## src/rtl/fd_scan_engine.sv

```systemverilog
// fd_scan_engine: FAST-N corner scanner. Rasters every interior pixel of a
// frame held in single-port SRAM, fetches centre + 16-pixel radius-3 ring,
// runs the contiguous-arc test and streams corner coordinates out over a
// valid/ready handshake.
// Optional build macro FD_SCORE_EN adds corner_score (longest same-class run).
`timescale 1ns/1ps
module fd_scan_engine #(
  parameter int IMG_W   = 160,
  parameter int IMG_H   = 120,
  parameter int PIX_W   = 8,
  parameter int ARC_LEN = 9,
  parameter int RD_LAT  = 1,
  localparam int ADDR_W = $clog2(IMG_W*IMG_H),
  localparam int XW     = $clog2(IMG_W),
  localparam int YW     = $clog2(IMG_H)
) (
  input  logic              clock,
  input  logic              nReset,
  input  logic              start,
  input  logic [PIX_W-1:0]  thres,
  output logic              busy,
  output logic              done,
  output logic              mem_rden,
  output logic [ADDR_W-1:0] mem_addr,
  input  logic [PIX_W-1:0]  mem_q,
  output logic              corner_valid,
  input  logic              corner_ready,
  output logic [XW-1:0]     corner_x,
  output logic [YW-1:0]     corner_y
`ifdef FD_SCORE_EN
  ,
  output logic [4:0]        corner_score
`endif
);

  typedef enum logic [2:0] {IDLE, FETCH, DRAIN, EVAL, EMIT, NEXT} scanState_t;

  localparam logic [XW-1:0] X_FIRST    = XW'(3);
  localparam logic [XW-1:0] X_LAST     = XW'(IMG_W-4);
  localparam logic [YW-1:0] Y_FIRST    = YW'(3);
  localparam logic [YW-1:0] Y_LAST     = YW'(IMG_H-4);
  localparam logic [4:0]    FETCH_LAST = 5'd16;
  localparam logic [4:0]    DRAIN_LAST = 5'(RD_LAT-1);

  scanState_t        state, nextState;
  logic [4:0]        cnt;
  logic [XW-1:0]     xPos;
  logic [YW-1:0]     yPos;
  logic [PIX_W-1:0]  thrReg;
  logic [PIX_W-1:0]  regFile [17];
  logic              rdVld_p  [RD_LAT];
  logic [4:0]        rdSlot_p [RD_LAT];
  logic [15:0]       brightVec, darkVec;
  logic [4:0]        brightRun, darkRun;
  logic              isCorner;
  logic              lastPixel;

  // Column offset of ring point k (clockwise from the top).
  function automatic logic signed [2:0] ringDx(input logic [3:0] k);
    logic signed [2:0] d;
    case (k)
      4'd0, 4'd8:        d = 3'sd0;
      4'd1, 4'd7:        d = 3'sd1;
      4'd2, 4'd6:        d = 3'sd2;
      4'd3, 4'd4, 4'd5:  d = 3'sd3;
      4'd9, 4'd15:       d = -3'sd1;
      4'd10, 4'd14:      d = -3'sd2;
      default:           d = -3'sd3;
    endcase
    return d;
  endfunction

  // Row offset of ring point k.
  function automatic logic signed [2:0] ringDy(input logic [3:0] k);
    logic signed [2:0] d;
    case (k)
      4'd0, 4'd1, 4'd15: d = -3'sd3;
      4'd2, 4'd14:       d = -3'sd2;
      4'd3, 4'd13:       d = -3'sd1;
      4'd4, 4'd12:       d = 3'sd0;
      4'd5, 4'd11:       d = 3'sd1;
      4'd6, 4'd10:       d = 3'sd2;
      default:           d = 3'sd3;
    endcase
    return d;
  endfunction

  // Slot 0 is the centre, slots 1..16 are ring points 0..15. The offset is
  // sign-extended and added modulo the coordinate width; interior scan bounds
  // keep every result inside the frame.
  function automatic logic [ADDR_W-1:0] slotAddr(input logic [XW-1:0] px,
                                                 input logic [YW-1:0] py,
                                                 input logic [4:0]    s);
    logic [XW-1:0] ax;
    logic [YW-1:0] ay;
    logic [3:0]    k;
    k  = 4'(s - 5'd1);
    ax = px;
    ay = py;
    if (s != 5'd0) begin
      ax = px + XW'(ringDx(k));
      ay = py + YW'(ringDy(k));
    end
    return ADDR_W'(ay) * ADDR_W'(IMG_W) + ADDR_W'(ax);
  endfunction

  // Longest circular run of set bits; scanning the ring twice covers the wrap.
  function automatic logic [4:0] longestRun(input logic [15:0] v);
    logic [4:0] run, best;
    run  = '0;
    best = '0;
    for (int i = 0; i < 32; i++) begin
      if (v[i[3:0]]) begin
        if (run != 5'd16) run = run + 5'd1;
      end else begin
        run = '0;
      end
      if (run > best) best = run;
    end
    return best;
  endfunction

  assign lastPixel = (xPos == X_LAST) && (yPos == Y_LAST);

  // Bright/dark classification in PIX_W+1 bits, then the arc test.
  always_comb begin
    brightVec = '0;
    darkVec   = '0;
    for (int k = 0; k < 16; k++) begin
      brightVec[k] = {1'b0, regFile[k+1]} > ({1'b0, regFile[0]} + {1'b0, thrReg});
      darkVec[k]   = ({1'b0, regFile[k+1]} + {1'b0, thrReg}) < {1'b0, regFile[0]};
    end
    brightRun = longestRun(brightVec);
    darkRun   = longestRun(darkVec);
    isCorner  = (brightRun >= 5'(ARC_LEN)) || (darkRun >= 5'(ARC_LEN));
  end

  // State register.
  always_ff @(posedge clock) begin
    if (!nReset) state <= IDLE;
    else         state <= nextState;
  end

  // Next-state logic.
  always_comb begin
    nextState = state;
    case (state)
      IDLE:    if (start && !busy) nextState = FETCH;
      FETCH:   if (cnt == FETCH_LAST) nextState = DRAIN;
      DRAIN:   if (cnt == DRAIN_LAST) nextState = EVAL;
      EVAL:    nextState = isCorner ? EMIT : NEXT;
      EMIT:    if (corner_ready) nextState = NEXT;
      NEXT:    nextState = lastPixel ? IDLE : FETCH;
      default: nextState = IDLE;
    endcase
  end

  // SRAM request outputs: one read per FETCH cycle, address idles at 0.
  always_comb begin
    mem_rden = (state == FETCH);
    mem_addr = mem_rden ? slotAddr(xPos, yPos, cnt) : '0;
  end

  // Phase counter restarts on every state change; raster position advances in NEXT.
  always_ff @(posedge clock) begin
    if (!nReset) begin
      cnt  <= '0;
      xPos <= '0;
      yPos <= '0;
    end else begin
      cnt <= (state != nextState) ? 5'd0 : cnt + 5'd1;
      if (state == IDLE && nextState == FETCH) begin
        xPos <= X_FIRST;
        yPos <= Y_FIRST;
      end else if (state == NEXT && !lastPixel) begin
        if (xPos == X_LAST) begin
          xPos <= X_FIRST;
          yPos <= yPos + YW'(1);
        end else begin
          xPos <= xPos + XW'(1);
        end
      end
    end
  end

  // Threshold is latched on start acceptance.
  always_ff @(posedge clock) begin
    if (state == IDLE && start) thrReg <= thres;
  end

  // Read-return tracking: valid bits travel RD_LAT stages alongside the slot.
  always_ff @(posedge clock) begin
    if (!nReset) begin
      for (int i = 0; i < RD_LAT; i++) rdVld_p[i] <= 1'b0;
    end else begin
      rdVld_p[0] <= mem_rden;
      for (int i = 1; i < RD_LAT; i++) rdVld_p[i] <= rdVld_p[i-1];
    end
  end

  // Slot tags and the 17-entry pixel register file.
  always_ff @(posedge clock) begin
    rdSlot_p[0] <= cnt;
    for (int i = 1; i < RD_LAT; i++) rdSlot_p[i] <= rdSlot_p[i-1];
    if (rdVld_p[RD_LAT-1]) regFile[rdSlot_p[RD_LAT-1]] <= mem_q;
  end

  // Status and corner record outputs.
  always_ff @(posedge clock) begin
    if (!nReset) begin
      busy         <= 1'b0;
      done         <= 1'b0;
      corner_valid <= 1'b0;
      corner_x     <= '0;
      corner_y     <= '0;
`ifdef FD_SCORE_EN
      corner_score <= '0;
`endif
    end else begin
      done <= 1'b0;
      if (state == IDLE && start) busy <= 1'b1;
      if (state == EVAL && isCorner) begin
        corner_valid <= 1'b1;
        corner_x     <= xPos;
        corner_y     <= yPos;
`ifdef FD_SCORE_EN
        corner_score <= (brightRun > darkRun) ? brightRun : darkRun;
`endif
      end
      if (state == EMIT && corner_ready) corner_valid <= 1'b0;
      if (state == NEXT && lastPixel) begin
        busy <= 1'b0;
        done <= 1'b1;
      end
    end
  end

endmodule

```

## config.mk

```make
export PLATFORM = sky130hd
export DESIGN_NAME = fd_scan_engine
export DESIGN_NICKNAME = d
export VERILOG_FILES = /design/src/rtl/fd_scan_engine.sv
export SDC_FILE = /design/constraint.sdc
export NUM_CORES = 1
export LEC_CHECK = 0
export CAP_MARGIN = 30
export CORE_ASPECT_RATIO = 0.6
export CORE_MARGIN = 4
export CORE_UTILIZATION = 65
export DETAILED_ROUTE_END_ITERATION = 12
export PLACE_DENSITY = 0.8
export SLEW_MARGIN = 20
export SYNTH_ARGS = -nofsm -noshare
export SYNTH_HDL_FRONTEND = slang
export SYNTH_SLANG_ARGS = --single-unit
```

## constraint.sdc

```tcl
create_clock -name clock -period 91.3 [get_ports clock]
set_clock_uncertainty 0.05 [all_clocks]
set_input_delay 22.825 -clock clock [delete_from_list [all_inputs] [get_ports clock]]
set_output_delay 22.825 -clock clock [all_outputs]
set_load 0.01 [all_outputs]
```

==> results.md <==
- Resize count post-CTS: 0
- Max clock buf depth: 2
- I/O Pins: 54
- Setup TNS: 0 ps
- Hold Vio Cnt, Final: 0
- CTS root buffer: clkbuf_16
- GRT Residual Overflow: 0
- Max H-tree Level: 4
- Period minus WS final: between 40000 and 50000 ps
- Number of flops mapped to enable cells by yosys: 144
- Critical Path RT: 91620 ps
- Max_cap viols: 0
- Slew margin rel.: 32.9%
- Hold Path Sink: rdSlot_p[0][4]
- Primary FF master, synth: edfxtp_1
- Final nets: slightly below 6000
- Hold Crit Start: cnt[4]
- First-pass GRT wire length: 199 mm
- Largest net degree at the start of global routing: 32
- CP peak stage delay: 640 ps
- DRT Wirelength: 127 mm
- Post-Place Cells: 5895
- Cell Area, Synth: between 0.04 and 0.05 mm^2
- Pre-CTS setup slack: 42740 ps
- Synth Instances: ~5000
- Worst-skew pair later-pin latency: 490 ps
- DRC Markers: 0
- Post-synthesis sequential area ratio: between 10% and 20%
- Number of buffers added on ports: 53
- CP most frequent cell: o21a_1
- Share of cells above drive strength 1: 7.96%
- Post-CTS Setup Bufs: 0
- FF-to-FF setup slack: 41590 ps
- CP Max Fanout: 31
- Leading area contributor after synthesis: ha_1
- Clock sinks: 191
- FF-to-FF path depth: roughly 230
- Post-synth top area share: 24.4%
- Worst-margin pin slew: 997 ps
- Synth async-reset ratio: 0%
- DRT Pass-1 Iters: 9
- P&R area growth vs syn: 5.80%
- Initial antenna violation count: 0
- Routed Antenna Nets: 0
- Routability cong.: 1.02
- Die ar.: 0.0666 mm^2
- Initial Utilization: 66.1%
- Die W: 330 um
- Vias in the first global route: 36400
- GRT Total Usage: 36.7%
- Synth warn: 0
- Setup ws final: 41590 ps
- Ant diodes: 0
- Critical R2R Launch: thrReg[1]
- Vias: 39900
- Hold Path Stages: 0
- CTS tree: yes
- Non-filler cells, final: about 5900
- Hold_buf cts: 0
- Crit start category: flop
- DR WL/cell: 21.3 um
- Tcrit/Tclk final: 54.4%
- Slew Limit Fails: 0
- Setup Crit Path Kind: reg -> reg
- Max Freq: between 20 and 25 MHz
- DP HPWL: 100 mm
- Number of DRC markers after the initial detailed-route iteration: 4793
- Ranking of synthesized cells by area: ha_1 (24%), edfxtp_1 (11%), a21oi_1 (4.3%), nor2_1 (3.9%), inv_1 (3.7%)
- Seq cells post-synth: 191
- Cts bufs inserted: 17
- Status: complete, no violations
- Syn Area/Cell: between 8 and 9 um^2
- Final setup vio count: 0
- Post-synthesis cell type count: ~130
- Core Area: 0.0613 mm^2
- Worst EP arrival: 50030 ps
- Crit end category: flop
- Slowest library cell on the worst path: o32ai_1
- Height of the die: 201 um
- Via density: 6.72
- Hold Crit Class: reg -> reg
- Clk pin slew, worst setup/hold paths: 80 ps
- RSZ-0062 raised after global routing: no
- Endpoint of the worst register-to-register path: corner_y[6]
- Row count: 70
==> layer usage <==
metal	vias to the layer above	track usage [%]	part of all wire, %	wire, um
li1	18900	-	-	-
met1	18400	54.4	45	57400
met2	2273	50.5	38	48100
met3	264	12.4	14	17700
met4	0	9.21	2.6	3270
met5	-	0	0	0
==> placed cells by master (no fill, tap or decap), drive strengths merged, types with 66 or more instances in the layout <==
cell    count
ha        790
inv       435
nor2      425
a21oi     356
nand2     320
o21ai     264
xnor2     170
nand3     162
edfxtp    144
mux2      128
o21a      123
nor2b     115
mux2i     113
a21o      105
nor3      101
nand2b     93
a211oi     79
nand4      77
and3       72
xor2       68
buf        66
==> through the flow <==
stage / cell area, um^2 / util [%] / hold WS (ps)
after floorplan: 40600 / - / 279
after global placement: 42200 / 68.9 / 385
after detailed placement: 42300 / 69.0 / 379
after CTS: 42900 / 69.9 / 402
after global routing: 42900 / 70.0 / 409
final: 42900 / 70.0 / 409
==> worst max-delay path, delay by kind of cell (launching register included) <==
kind,cells,cell delay [ps]
adders and majority gates,32,9720
AOI/OAI and AO/OA,104,20430
xor gates and xnor gates,1,270
buffers and inverters,9,2100
muxes,22,8050
DFF,1,320
and+or+nand+nor,61,8590
==> sequential cells by signal (all words and copies together), names as in the netlist <==
| signal | count |
|---|---|
| thrReg | 8 |
| rdSlot_p | 5 |
| corner_valid | 1 |
| done | 1 |
| rdVld_p | 1 |
| state | 3 |
| corner_x | 8 |
| regFile | 136 |
| busy | 1 |
| yPos | 7 |
| cnt | 5 |
| corner_y | 7 |
| xPos | 8 |
==> cells by family (layout without fill, tap and decap cells) <==
kind of cell    count (synthesis)  after routing  share of synthesized area, %
simple gates                 1600           1600                          20.4
compound gates               1409           1409                          24.1
fa+ha+maj                     820            820                          25.6
buf+inv                       532            583                          5.06
xor+xnor                      241            241                          5.40
mux                           241            241                          6.41
flops                         191            191                          13.0
other cells                     2             16                        0.0185
==> synth_stat cells (51+ instances only) <==
master,n
o21a_1,123
a21o_1,104
inv_1,401
edfxtp_1,144
mux2_2,127
a21oi_1,346
o21ai_0,229
nand3_1,161
clkbuf_1,75
nand2_1,317
and3_1,70
nor2b_1,115
nand2b_1,93
ha_1,790
mux2i_1,108
o21bai_1,51
nor2_1,419
a211oi_1,67
nand4_1,76
xnor2_1,166
nor3_1,93
xor2_1,67
==> cell type report <==
cell class	count	area, um^2
Clock buffer	19	433
Clock inverter	13	128
Tap cell	828	1040
Multi-Input combinational cell	4327	33400
Sequential cell	191	5270
Timing Repair Buffer	118	1040
Inverter	433	1630
Fill cell	5022	18400
==> worst max path at each step <==
stage / end / slack (ps) / cells past startpoint / start
after floorplan: corner_x[6] / 46570 / 229 / thrReg[1]
after detailed placement: corner_y[6] / 42740 / 244 / thrReg[1]
final: corner_y[6] / 41590 / 229 / thrReg[1]
after CTS: corner_x[3] / 42590 / 244 / thrReg[1]
after global routing: corner_y[6] / 38030 / 250 / thrReg[1]
after global placement: corner_y[4] / 43220 / 245 / thrReg[1]
Power is left out: the tool's default activity adds up to more than one toggle a clock period on the data nets, which glitch-free logic cannot reach.
